File: src/rtl/amiga_kbd_arbiter_pkg.sv
// Shared definitions for the Amiga keyboard arbiter: FSM states, power-up codes
// and the serial byte encoding (rotate left one bit, then invert).
package amiga_kbd_arbiter_pkg;

  typedef enum logic [2:0] {
    ST_IDLE,
    ST_LOAD,
    ST_SEND,
    ST_WAIT_ACK,
    ST_GAP
  } kbd_state_e;

  localparam logic [7:0] KBD_CODE_INIT = 8'hFD;
  localparam logic [7:0] KBD_CODE_TERM = 8'hFE;
  localparam int         GAP_TICKS     = 64;

  function automatic logic [7:0] kbd_encode(input logic [7:0] raw);
    return ~{raw[6:0], raw[7]};
  endfunction

endpackage

File: src/rtl/amiga_kbd_arbiter_fifo.sv
// Synchronous keycode FIFO with full/empty flags; a write is accepted while full
// when a read happens in the same cycle.
module kbd_code_fifo #(
  parameter int DEPTH = 8
) (
  input  logic       clk,
  input  logic       reset_n,
  input  logic       wr_en,
  input  logic [7:0] wr_data,
  input  logic       rd_en,
  output logic [7:0] rd_data,
  output logic       full,
  output logic       empty
);

  localparam int AW = (DEPTH > 1) ? $clog2(DEPTH) : 1;

  logic [7:0]  mem_q [DEPTH];
  logic [AW:0] wr_ptr_q, rd_ptr_q;
  logic        wr_ok, rd_ok;

  // Extra pointer MSB distinguishes full from empty when the indices match.
  assign empty   = (wr_ptr_q == rd_ptr_q);
  assign full    = (wr_ptr_q[AW] != rd_ptr_q[AW]) &&
                   (wr_ptr_q[AW-1:0] == rd_ptr_q[AW-1:0]);
  assign rd_ok   = rd_en && !empty;
  assign wr_ok   = wr_en && (!full || rd_ok);
  assign rd_data = mem_q[rd_ptr_q[AW-1:0]];

  always_ff @(posedge clk or negedge reset_n) begin
    if (!reset_n) begin
      wr_ptr_q <= '0;
      rd_ptr_q <= '0;
    end else begin
      if (wr_ok) wr_ptr_q <= wr_ptr_q + 1'b1;
      if (rd_ok) rd_ptr_q <= rd_ptr_q + 1'b1;
    end
  end

  always_ff @(posedge clk) begin
    if (wr_ok) mem_q[wr_ptr_q[AW-1:0]] <= wr_data;
  end

endmodule

File: src/rtl/amiga_kbd_arbiter.sv
// Merges PS/2 and host keycodes into one queue and serialises them to the CIA
// with ack/timeout/retry handling. Optional power-up stream: AMIGA_KBD_POWERUP_EN.
module amiga_kbd_arbiter
  import amiga_kbd_arbiter_pkg::*;
#(
  parameter int FIFO_DEPTH  = 8,
  parameter int TX_TICKS    = 2816,
  parameter int ACK_TIMEOUT = 1000000,
  parameter int RETRY_MAX   = 1
) (
  input  logic       clk,
  input  logic       reset_n,
  input  logic       clk7_en,
  input  logic       ps2_strobe,
  input  logic [7:0] ps2_data,
  input  logic       host_strobe,
  input  logic [7:0] host_data,
  input  logic       keyboard_disabled,
  input  logic       keyack,
  output logic       key_strobe,
  output logic [7:0] key_data,
  output logic       busy,
  output logic       overflow,
  output logic       lost_sync
);

  localparam int TMAX_A = (TX_TICKS > ACK_TIMEOUT) ? TX_TICKS : ACK_TIMEOUT;
  localparam int TMAX   = (TMAX_A > GAP_TICKS) ? TMAX_A : GAP_TICKS;
  localparam int TW     = $clog2(TMAX + 1);
  localparam int RW     = (RETRY_MAX > 0) ? $clog2(RETRY_MAX + 1) : 1;

  logic       ps2_pend_q, host_pend_q, rr_host_q;
  logic [7:0] ps2_hold_q, host_hold_q;
  logic       take_ps2, take_host, xfer_valid, drop;
  logic       ps2_acc, host_acc;
  logic [7:0] xfer_data;
  logic       fifo_wr, fifo_rd, fifo_full, fifo_empty;
  logic [7:0] fifo_head;

  kbd_state_e    state_q, state_d;
  logic [TW-1:0] timer_q, timer_d;
  logic [RW-1:0] retry_q, retry_d;
  logic [7:0]    cur_q, cur_d, key_data_q, key_data_d;
  logic          key_strobe_q, key_strobe_d, lost_sync_q, lost_sync_d;
  logic          ack_q, ack_d, ack_seen, overflow_q;

  assign ps2_acc    = ps2_strobe && !keyboard_disabled;
  assign host_acc   = host_strobe && !keyboard_disabled;
  // rr_host_q set means the host source wins the next tie.
  assign take_ps2   = ps2_pend_q && (!host_pend_q || !rr_host_q);
  assign take_host  = host_pend_q && !take_ps2;
  assign xfer_valid = take_ps2 || take_host;
  assign xfer_data  = take_ps2 ? ps2_hold_q : host_hold_q;
  assign fifo_wr    = xfer_valid && (!fifo_full || fifo_rd);
  assign drop       = xfer_valid && fifo_full && !fifo_rd;

  always_ff @(posedge clk or negedge reset_n) begin
    if (!reset_n) begin
      ps2_pend_q  <= 1'b0;
      host_pend_q <= 1'b0;
      ps2_hold_q  <= 8'h00;
      host_hold_q <= 8'h00;
      rr_host_q   <= 1'b0;
      overflow_q  <= 1'b0;
    end else begin
      ps2_pend_q  <= (ps2_pend_q && !take_ps2) || ps2_acc;
      host_pend_q <= (host_pend_q && !take_host) || host_acc;
      if (ps2_acc)  ps2_hold_q  <= ps2_data;
      if (host_acc) host_hold_q <= host_data;
      if (take_ps2)       rr_host_q <= 1'b1;
      else if (take_host) rr_host_q <= 1'b0;
      if (drop) overflow_q <= 1'b1;
    end
  end

  kbd_code_fifo #(.DEPTH(FIFO_DEPTH)) u_fifo (
    .clk     (clk),
    .reset_n (reset_n),
    .wr_en   (fifo_wr),
    .wr_data (xfer_data),
    .rd_en   (fifo_rd),
    .rd_data (fifo_head),
    .full    (fifo_full),
    .empty   (fifo_empty)
  );

`ifdef AMIGA_KBD_POWERUP_EN
  localparam logic [1:0] PU_DONE = 2'd2;
  logic [1:0] pu_q, pu_d;

  always_ff @(posedge clk or negedge reset_n) begin
    if (!reset_n) pu_q <= 2'd0;
    else          pu_q <= pu_d;
  end
`endif

  // A keyack pulse between ticks is held until the next WAIT_ACK tick consumes it.
  assign ack_seen = ack_q || keyack;

  always_comb begin
    state_d      = state_q;
    timer_d      = timer_q;
    retry_d      = retry_q;
    cur_d        = cur_q;
    key_data_d   = key_data_q;
    key_strobe_d = key_strobe_q;
    lost_sync_d  = lost_sync_q;
    fifo_rd      = 1'b0;
    ack_d        = (state_q == ST_WAIT_ACK) && ack_seen && !clk7_en;
`ifdef AMIGA_KBD_POWERUP_EN
    pu_d         = pu_q;
`endif
    if (clk7_en) begin
      key_strobe_d = 1'b0;
      case (state_q)
        ST_IDLE: begin
`ifdef AMIGA_KBD_POWERUP_EN
          if (pu_q != PU_DONE) begin
            cur_d   = (pu_q == 2'd0) ? KBD_CODE_INIT : KBD_CODE_TERM;
            pu_d    = pu_q + 2'd1;
            retry_d = '0;
            state_d = ST_LOAD;
          end else
`endif
          if (!fifo_empty) begin
            fifo_rd = 1'b1;
            cur_d   = fifo_head;
            retry_d = '0;
            state_d = ST_LOAD;
          end
        end
        ST_LOAD: begin
          key_strobe_d = 1'b1;
          key_data_d   = kbd_encode(cur_q);
          timer_d      = TW'(TX_TICKS - 1);
          state_d      = ST_SEND;
        end
        ST_SEND: begin
          if (timer_q == '0) begin
            timer_d = TW'(ACK_TIMEOUT - 1);
            state_d = ST_WAIT_ACK;
          end else begin
            timer_d = timer_q - 1'b1;
          end
        end
        ST_WAIT_ACK: begin
          if (ack_seen) begin
            timer_d = TW'(GAP_TICKS - 1);
            state_d = ST_GAP;
          end else if (timer_q == '0) begin
            if (retry_q < RW'(RETRY_MAX)) begin
              retry_d = retry_q + RW'(1);
              state_d = ST_LOAD;
            end else begin
              lost_sync_d = 1'b1;
              timer_d     = TW'(GAP_TICKS - 1);
              state_d     = ST_GAP;
            end
          end else begin
            timer_d = timer_q - 1'b1;
          end
        end
        ST_GAP: begin
          if (timer_q == '0) state_d = ST_IDLE;
          else               timer_d = timer_q - 1'b1;
        end
        default: state_d = ST_IDLE;
      endcase
    end
  end

  always_ff @(posedge clk or negedge reset_n) begin
    if (!reset_n) begin
      state_q      <= ST_IDLE;
      timer_q      <= '0;
      retry_q      <= '0;
      cur_q        <= 8'h00;
      key_data_q   <= 8'h00;
      key_strobe_q <= 1'b0;
      lost_sync_q  <= 1'b0;
      ack_q        <= 1'b0;
    end else begin
      state_q      <= state_d;
      timer_q      <= timer_d;
      retry_q      <= retry_d;
      cur_q        <= cur_d;
      key_data_q   <= key_data_d;
      key_strobe_q <= key_strobe_d;
      lost_sync_q  <= lost_sync_d;
      ack_q        <= ack_d;
    end
  end

  assign key_strobe = key_strobe_q;
  assign key_data   = key_data_q;
  assign busy       = (state_q != ST_IDLE);
  assign overflow   = overflow_q;
  assign lost_sync  = lost_sync_q;

endmodule
File: config.mk
export PLATFORM = sky130hd
export DESIGN_NAME = amiga_kbd_arbiter
export DESIGN_NICKNAME = d
export VERILOG_FILES = /design/src/rtl/amiga_kbd_arbiter_pkg.sv /design/src/rtl/amiga_kbd_arbiter_fifo.sv /design/src/rtl/amiga_kbd_arbiter.sv
export SDC_FILE = /design/constraint.sdc
export NUM_CORES = 1
export LEC_CHECK = 0
export CELL_PAD_IN_SITES_DETAIL_PLACEMENT = 0
export CELL_PAD_IN_SITES_GLOBAL_PLACEMENT = 1
export CORE_ASPECT_RATIO = 1.25
export CORE_UTILIZATION = 50
export CTS_CLUSTER_DIAMETER = 60
export DETAILED_ROUTE_END_ITERATION = 16
export HOLD_SLACK_MARGIN = 0.08
export PLACE_DENSITY_LB_ADDON = 0.1
export SYNTH_ARGS = -nofsm -noshare
export SYNTH_HDL_FRONTEND = slang
export SYNTH_SLANG_ARGS = --single-unit
File: constraint.sdc
create_clock -name clk -period 6.7 [get_ports clk]
set_clock_uncertainty 0.2 [all_clocks]
set_input_delay 1.005 -clock clk [delete_from_list [all_inputs] [get_ports clk]]
set_output_delay 1.005 -clock clk [all_outputs]
set_load 0.01 [all_outputs]
== Word level (Yosys, flattened, before mapping) ==
Memory sizes are Yosys's and may differ from the RTL's. A register that Yosys moved wholly into a read port is not among the register bits.
Cells that the tools add are included.
W data, S select, Z words.

* Add/subtract/negate cells: 4
* $lt $le $gt $ge: 1
* Eq/ne operators: 16
* Muxes and demuxes: 27
* Bitwise gates (word level): 4
* Reductions and logical operators: 43

{| class="wikitable"
|+ Operators with widths
! operator !! number
|-
| $mux W20 || 5
|-
| $pmux W20 S4 || 1
|-
| $logic_not A20 Y1 || 1
|-
| $sub A20 B1 Y20 const B || 1
|-
| $mux W3 || 6
|-
| $pmux W3 S5 || 1
|-
| $logic_and A1 B1 Y1 || 14
|-
| $mux W1 || 12
|-
| $logic_not A1 Y1 || 10
|-
| $ne A2 B2 Y1 const B || 5
|-
| $reduce_and A5 Y1 || 2
|-
| $add A4 B1 Y4 const B || 2
|-
| $mux W8 || 1
|-
| $not A8 Y8 || 1
|-
| $logic_or A1 B1 Y1 || 7
|-
| $eq A3 B2 Y1 const B || 2
|-
| $reduce_and A6 Y1 || 1
|-
| $eq A4 B4 Y1 || 1
|-
| $ne A2 B1 Y1 const B || 2
|-
| $ne A4 B4 Y1 const B || 1
|-
| $reduce_and A4 Y1 || 1
|-
| $reduce_bool A2 Y1 || 2
|-
| $reduce_bool A4 Y1 || 1
|-
| $eq A3 B1 Y1 const B || 1
|-
| other kinds (12) || 14
|}

* Register bits: 63
* RAM bits: 64
* Bits of input ports: 23
* Word-level logic and storage cells: 111
* Memories: 1

{| class="wikitable"
|+ Memory list
! name !! depth !! width !! read ports !! clocked after Yosys merged registers in !! write ports !! line !! source
|-
| u_fifo.mem_q || 8 || 8 || 1 || 1 || 1 || amiga_kbd_arbiter_fifo.sv:18 || <nowiki>logic [7:0] mem_q [DEPTH];</nowiki>
|}

== Logic depth before layout (Yosys ltp) ==
* Word-level depth: 10
* Mapped depth: 9
* Gate-level depth less buffers: 8

== Hierarchy ==
From an unflattened synthesis, not the netlist that was laid out.

* Cells, all modules: 466
* Area total of the unflattened synthesis: 6197.2 µm²

{| class="wikitable"
|+ Modules (own cells, without submodules)
! module !! times used !! cells each !! area each (µm²)
|-
| amiga_kbd_arbiter || 1 || 317 || 3119.2
|-
| kbd_code_fifo || 1 || 149 || 3078.0
|}

== Least setup slack after synthesis ==
OpenSTA, ideal clock, no wires.

* Path type: input -> register
* Start: in clk7_en
* End: mem u_fifo.mem_q[4][0] (enable)
* Setup time: 385 ps
* Arrival time: 2566 ps
* Required time: 6115 ps
* Path slack: 3549 ps
* Cell stages on the path: 5
* Buffers on the path: 1
* Path through: clkbuf_1 a21oi_1 a21oi_1 nand2b_1 nor3b_1

* Longest elaborated chain between the ends: 6
* Elaborated cells on any way between the ends: 8
* Classes of those cells: mux (3); reduce/logical (5)

{| class="wikitable"
|+ RTL lines
! what !! line !! source
|-
| start: declaration || amiga_kbd_arbiter.sv:13 || <nowiki>input logic clk7_en,</nowiki>
|-
| $mux W1 * || amiga_kbd_arbiter.sv:113 || <nowiki>if (clk7_en) begin</nowiki>
|-
| $logic_or A1 B1 Y1 / $logic_and A1 B1 Y1 (equally long branches) || amiga_kbd_arbiter.sv:54, amiga_kbd_arbiter_fifo.sv:26 ||
|-
| $logic_and A1 B1 Y1 / $logic_or A1 B1 Y1 (equally long branches) || amiga_kbd_arbiter.sv:54, amiga_kbd_arbiter_fifo.sv:27 ||
|-
| $logic_and A1 B1 Y1 * || amiga_kbd_arbiter_fifo.sv:27 || <nowiki>assign wr_ok = wr_en && (!full || rd_ok);</nowiki>
|-
| $mux W1 * || amiga_kbd_arbiter_fifo.sv:41 || <nowiki>if (wr_ok) mem_q[wr_ptr_q[AW-1:0]] <= wr_data;</nowiki>
|-
| $mux W1 (not written as such) * || amiga_kbd_arbiter_fifo.sv:41 ||
|-
| end: declaration || amiga_kbd_arbiter_fifo.sv:18 ||
|}

Mark *: on every way between the ends. The rest lies on a longest branch, timed or not.

== Worst setup path after layout ==
* Start: in clk7_en
* End: mem u_fifo.mem_q[5][7] (enable)

The elaborated chain is that of the path after synthesis.

==> results.yml <==
clocking:
  cts_root_buffer: "clkbuf_16"
  htree_levels: 4
  post_cts_buffers: 0
  cts-resized-gates: 0
  cts_sinks: 135
  insertion_delay_ps: 420
  cts_tree: "built"
  cts_buffer_depth: 2
  clk_pin_slew_worst_paths_ps: 60
  cts_made_buffers: 17
  cts_hold_buf: 0
critical_path:
  crit_path_start_kind: "input port"
  reg2reg_from: "state_q[0]"
  crit_fanout: 10
  r2r-end: "u_fifo.mem_q[5][7]"
  r2r_slack_ps: 3100
  rr_worst_depth: 5
  worst_ep_arrival_time_ps: 3640
  crit_required_ps: 6520
  critPathKind: "input port to register"
  end_kind: "register"
flow_run:
  cap_violations: 0
timing:
  slew_violations: 0
  hold_viol: 0
  finalSetupViolCount: 0
  period_minus_slack_ps: 3820
  fin_crit_sh: 0.5702
  finalSetupTns_ps: 0
  finalWorstSetupSlack_ps: 2880
  tightest_slew_ps: 1282
  rsz0062_at_grt: "no"
  fmax_ghz: 0.2618
  relSlewSlack: 0.1437
  holdWs_ps: 251.6
finish:
  diodes: 0
  finish.utilization: 0.6144
  area_delta_synth_final_pct: 18.38
  final_nets: 492
  drive_above_1_share: 0.1795
  nFillCells: 879
  area.sequential_um2: 3699
  multi_input_area_um2: 2001
status:
  status: "complete, but fails checks"
  violations: "design-rule violations"
grt:
  antenna_found_initial: 0
  track_usage: 0.2124
  overflow: 0
  grt_pass1_vias: 3642
  grt_max_degree: 72
  grt_pass1_wl_um: 18980
synthesis:
  syn-instance-count: 429
  yosysWarnings: 0
  ys_async_sr_fraction: 0.5259
  yosys.area.top_type: "edfxtp_1"
  ys_dominant_reg_cell: "dfrtp_1"
  synth_area_leaders: "edfxtp_1, dfrtp_1, mux4_2"
  synth_edf_count: 64
  syn-num-nets: 455
  syn_area_per_cell_um2: 13.54
  ys_types: 48
  syn-cell-area_um2: 5808
  yosysMostFrequentCell: "dfrtp_1"
  yosys_register_bits: 135
  ys_seq_area_frac: 0.6368
  synth_common_cells: "dfrtp_1, edfxtp_1, nand2_1"
  synth_top_area_frac: 0.3309
worst_hold_path:
  holdPathStages: 1
  min-delay-start: "cur_q[3]"
  hold_path_class: "register to register"
  hold_end: "key_data[4]"
drt:
  ant_nets: 0
  wl_per_cell_um: 18.39
  dr.pass1.iters: 12
  drcViolationCount: 1
  vias_per_cell: 5.770
  wl_um: 11290
  num_vias: 3543
  drt-initial-drc-count: 131
place:
  place_ws_ps: 2501
  hpwl_um: 7844
  place_congestion: 0.7662
  portBuffers: 34
floorplanning:
  initial_utilization: 0.5190
  core_um2: 11190
  die_h_um: 122.5
  dieArea_um2: 12050
  num_rows: 43
  pin_count: 35
  die_x_um: 98.40
pwr:
  p_leak_nw: 2.609
  ir_worst_vdd_uv: 253.3
  power_density_nw_per_um2: 434.3
-- worst max-delay path by stage --
| stage | from | end | slack (ps) | cells past startpoint |
|---|---|---|---|---|
| 6_report | clk7_en | u_fifo.mem_q[5][7] | 2880 | 5 |
| 5_1_grt | clk7_en | u_fifo.mem_q[5][5] | 2690 | 5 |
| 4_1_cts | clk7_en | u_fifo.mem_q[5][2] | 2910 | 5 |
| 3_5_place_dp | clk7_en | u_fifo.mem_q[5][0] | 2500 | 5 |
| 3_3_place_gp | clk7_en | u_fifo.mem_q[4][6] | 2610 | 5 |
| 2_1_floorplan | clk7_en | u_fifo.mem_q[4][0] | 3550 | 5 |
-- sequential cells by signal (all words and copies together), names as in the netlist, 3 cells and up --
| register | cells |
|---|---|
| cur_q | 8 |
| u_fifo.mem_q | 64 |
| host_hold_q | 8 |
| u_fifo.rd_ptr_q | 4 |
| key_data | 8 |
| ps2_hold_q | 8 |
| timer_q | 20 |
| u_fifo.wr_ptr_q | 4 |
| state_q | 3 |
-- placed cells by master (no fill, tap or decap), types with 2 or more instances in the layout --
cell,Yosys,layout
dfrtp_1,71,71
edfxtp_1,64,64
nand2_1,37,37
clkdlybuf4s50_1,0,33
o21ai_0,29,29
mux2_2,27,27
nor2_1,22,22
a21oi_1,21,21
clkbuf_16,0,17
mux4_2,16,16
nor3_1,13,13
inv_1,10,10
mux2i_1,9,9
xor2_1,7,7
o31ai_1,7,7
nor3b_1,6,6
a21o_1,6,6
nor4_1,5,5
a31oi_1,5,5
o22a_1,5,5
inv_6,0,5
xnor2_1,4,4
nand2b_1,4,4
nand4_1,4,4
or3_1,4,4
clkinv_4,0,4
nor2b_1,3,3
nand3_1,3,3
o21a_1,3,3
ha_1,3,3
bufinv_16,0,3
buf_4,0,3
a31o_2,2,2
o211ai_1,2,2
o41ai_1,2,2
a211oi_1,2,2
-- per-stage QoR --
step,instance area (um2),power (W),std cells
6_report,6875,0.002986,614
3_3_place_gp,6259,0.002029,582
2_1_floorplan,5808,0.001771,429
3_5_place_dp,6259,0.002049,582
5_1_grt,6875,0.003156,614
4_1_cts,6875,0.003022,614
-- report_power, final --
part	leakage [nW]	switching [W]	internal, W	total [W]
sequential	1.45	0.000147	0.00108	0.00123
clock	0.299	0.000367	0.000594	0.000961
combinational	0.865	0.000424	0.000373	0.000797
total	2.61	0.000938	0.00205	0.00299
-- metal layers --
layer / GRT usage / share of wire
met1: 0.2505 / 0.42
met2: 0.3732 / 0.52
met3: 0.04897 / 0.034
met4: 0.09422 / 0.025
met5: 0 / 0
-- final cells by class --
cell class,count,share of cell area
repair buffers,36,0.05132
clock buffers,17,0.06187
inverters,10,0.005460
multi-input cells,266,0.2910
clock inverters,15,0.02784
flip-flops and latches,135,0.5379
well taps,135,0.02457
-- critical path: stages --
cell             delay, ps
clkdlybuf4s50_1        670
a21oi_1                140
a21oi_1                530
nand2_1                220
nor3b_1               1070
-- kinds of logic after synthesis --
kind of cell | Yosys count | share of synthesized area
AND/OR/NAND/NOR | 109 | 0.09285
XOR/XNOR | 11 | 0.01659
buffers and inverters | 28 | 0.01874
multiplexers | 52 | 0.1299
adder cells (fa/ha/maj) | 3 | 0.006463
AO/OA/AOI/OAI | 91 | 0.09866
flip-flops | 135 | 0.6368
No activity file was read; power rests on OpenSTA's default activity.
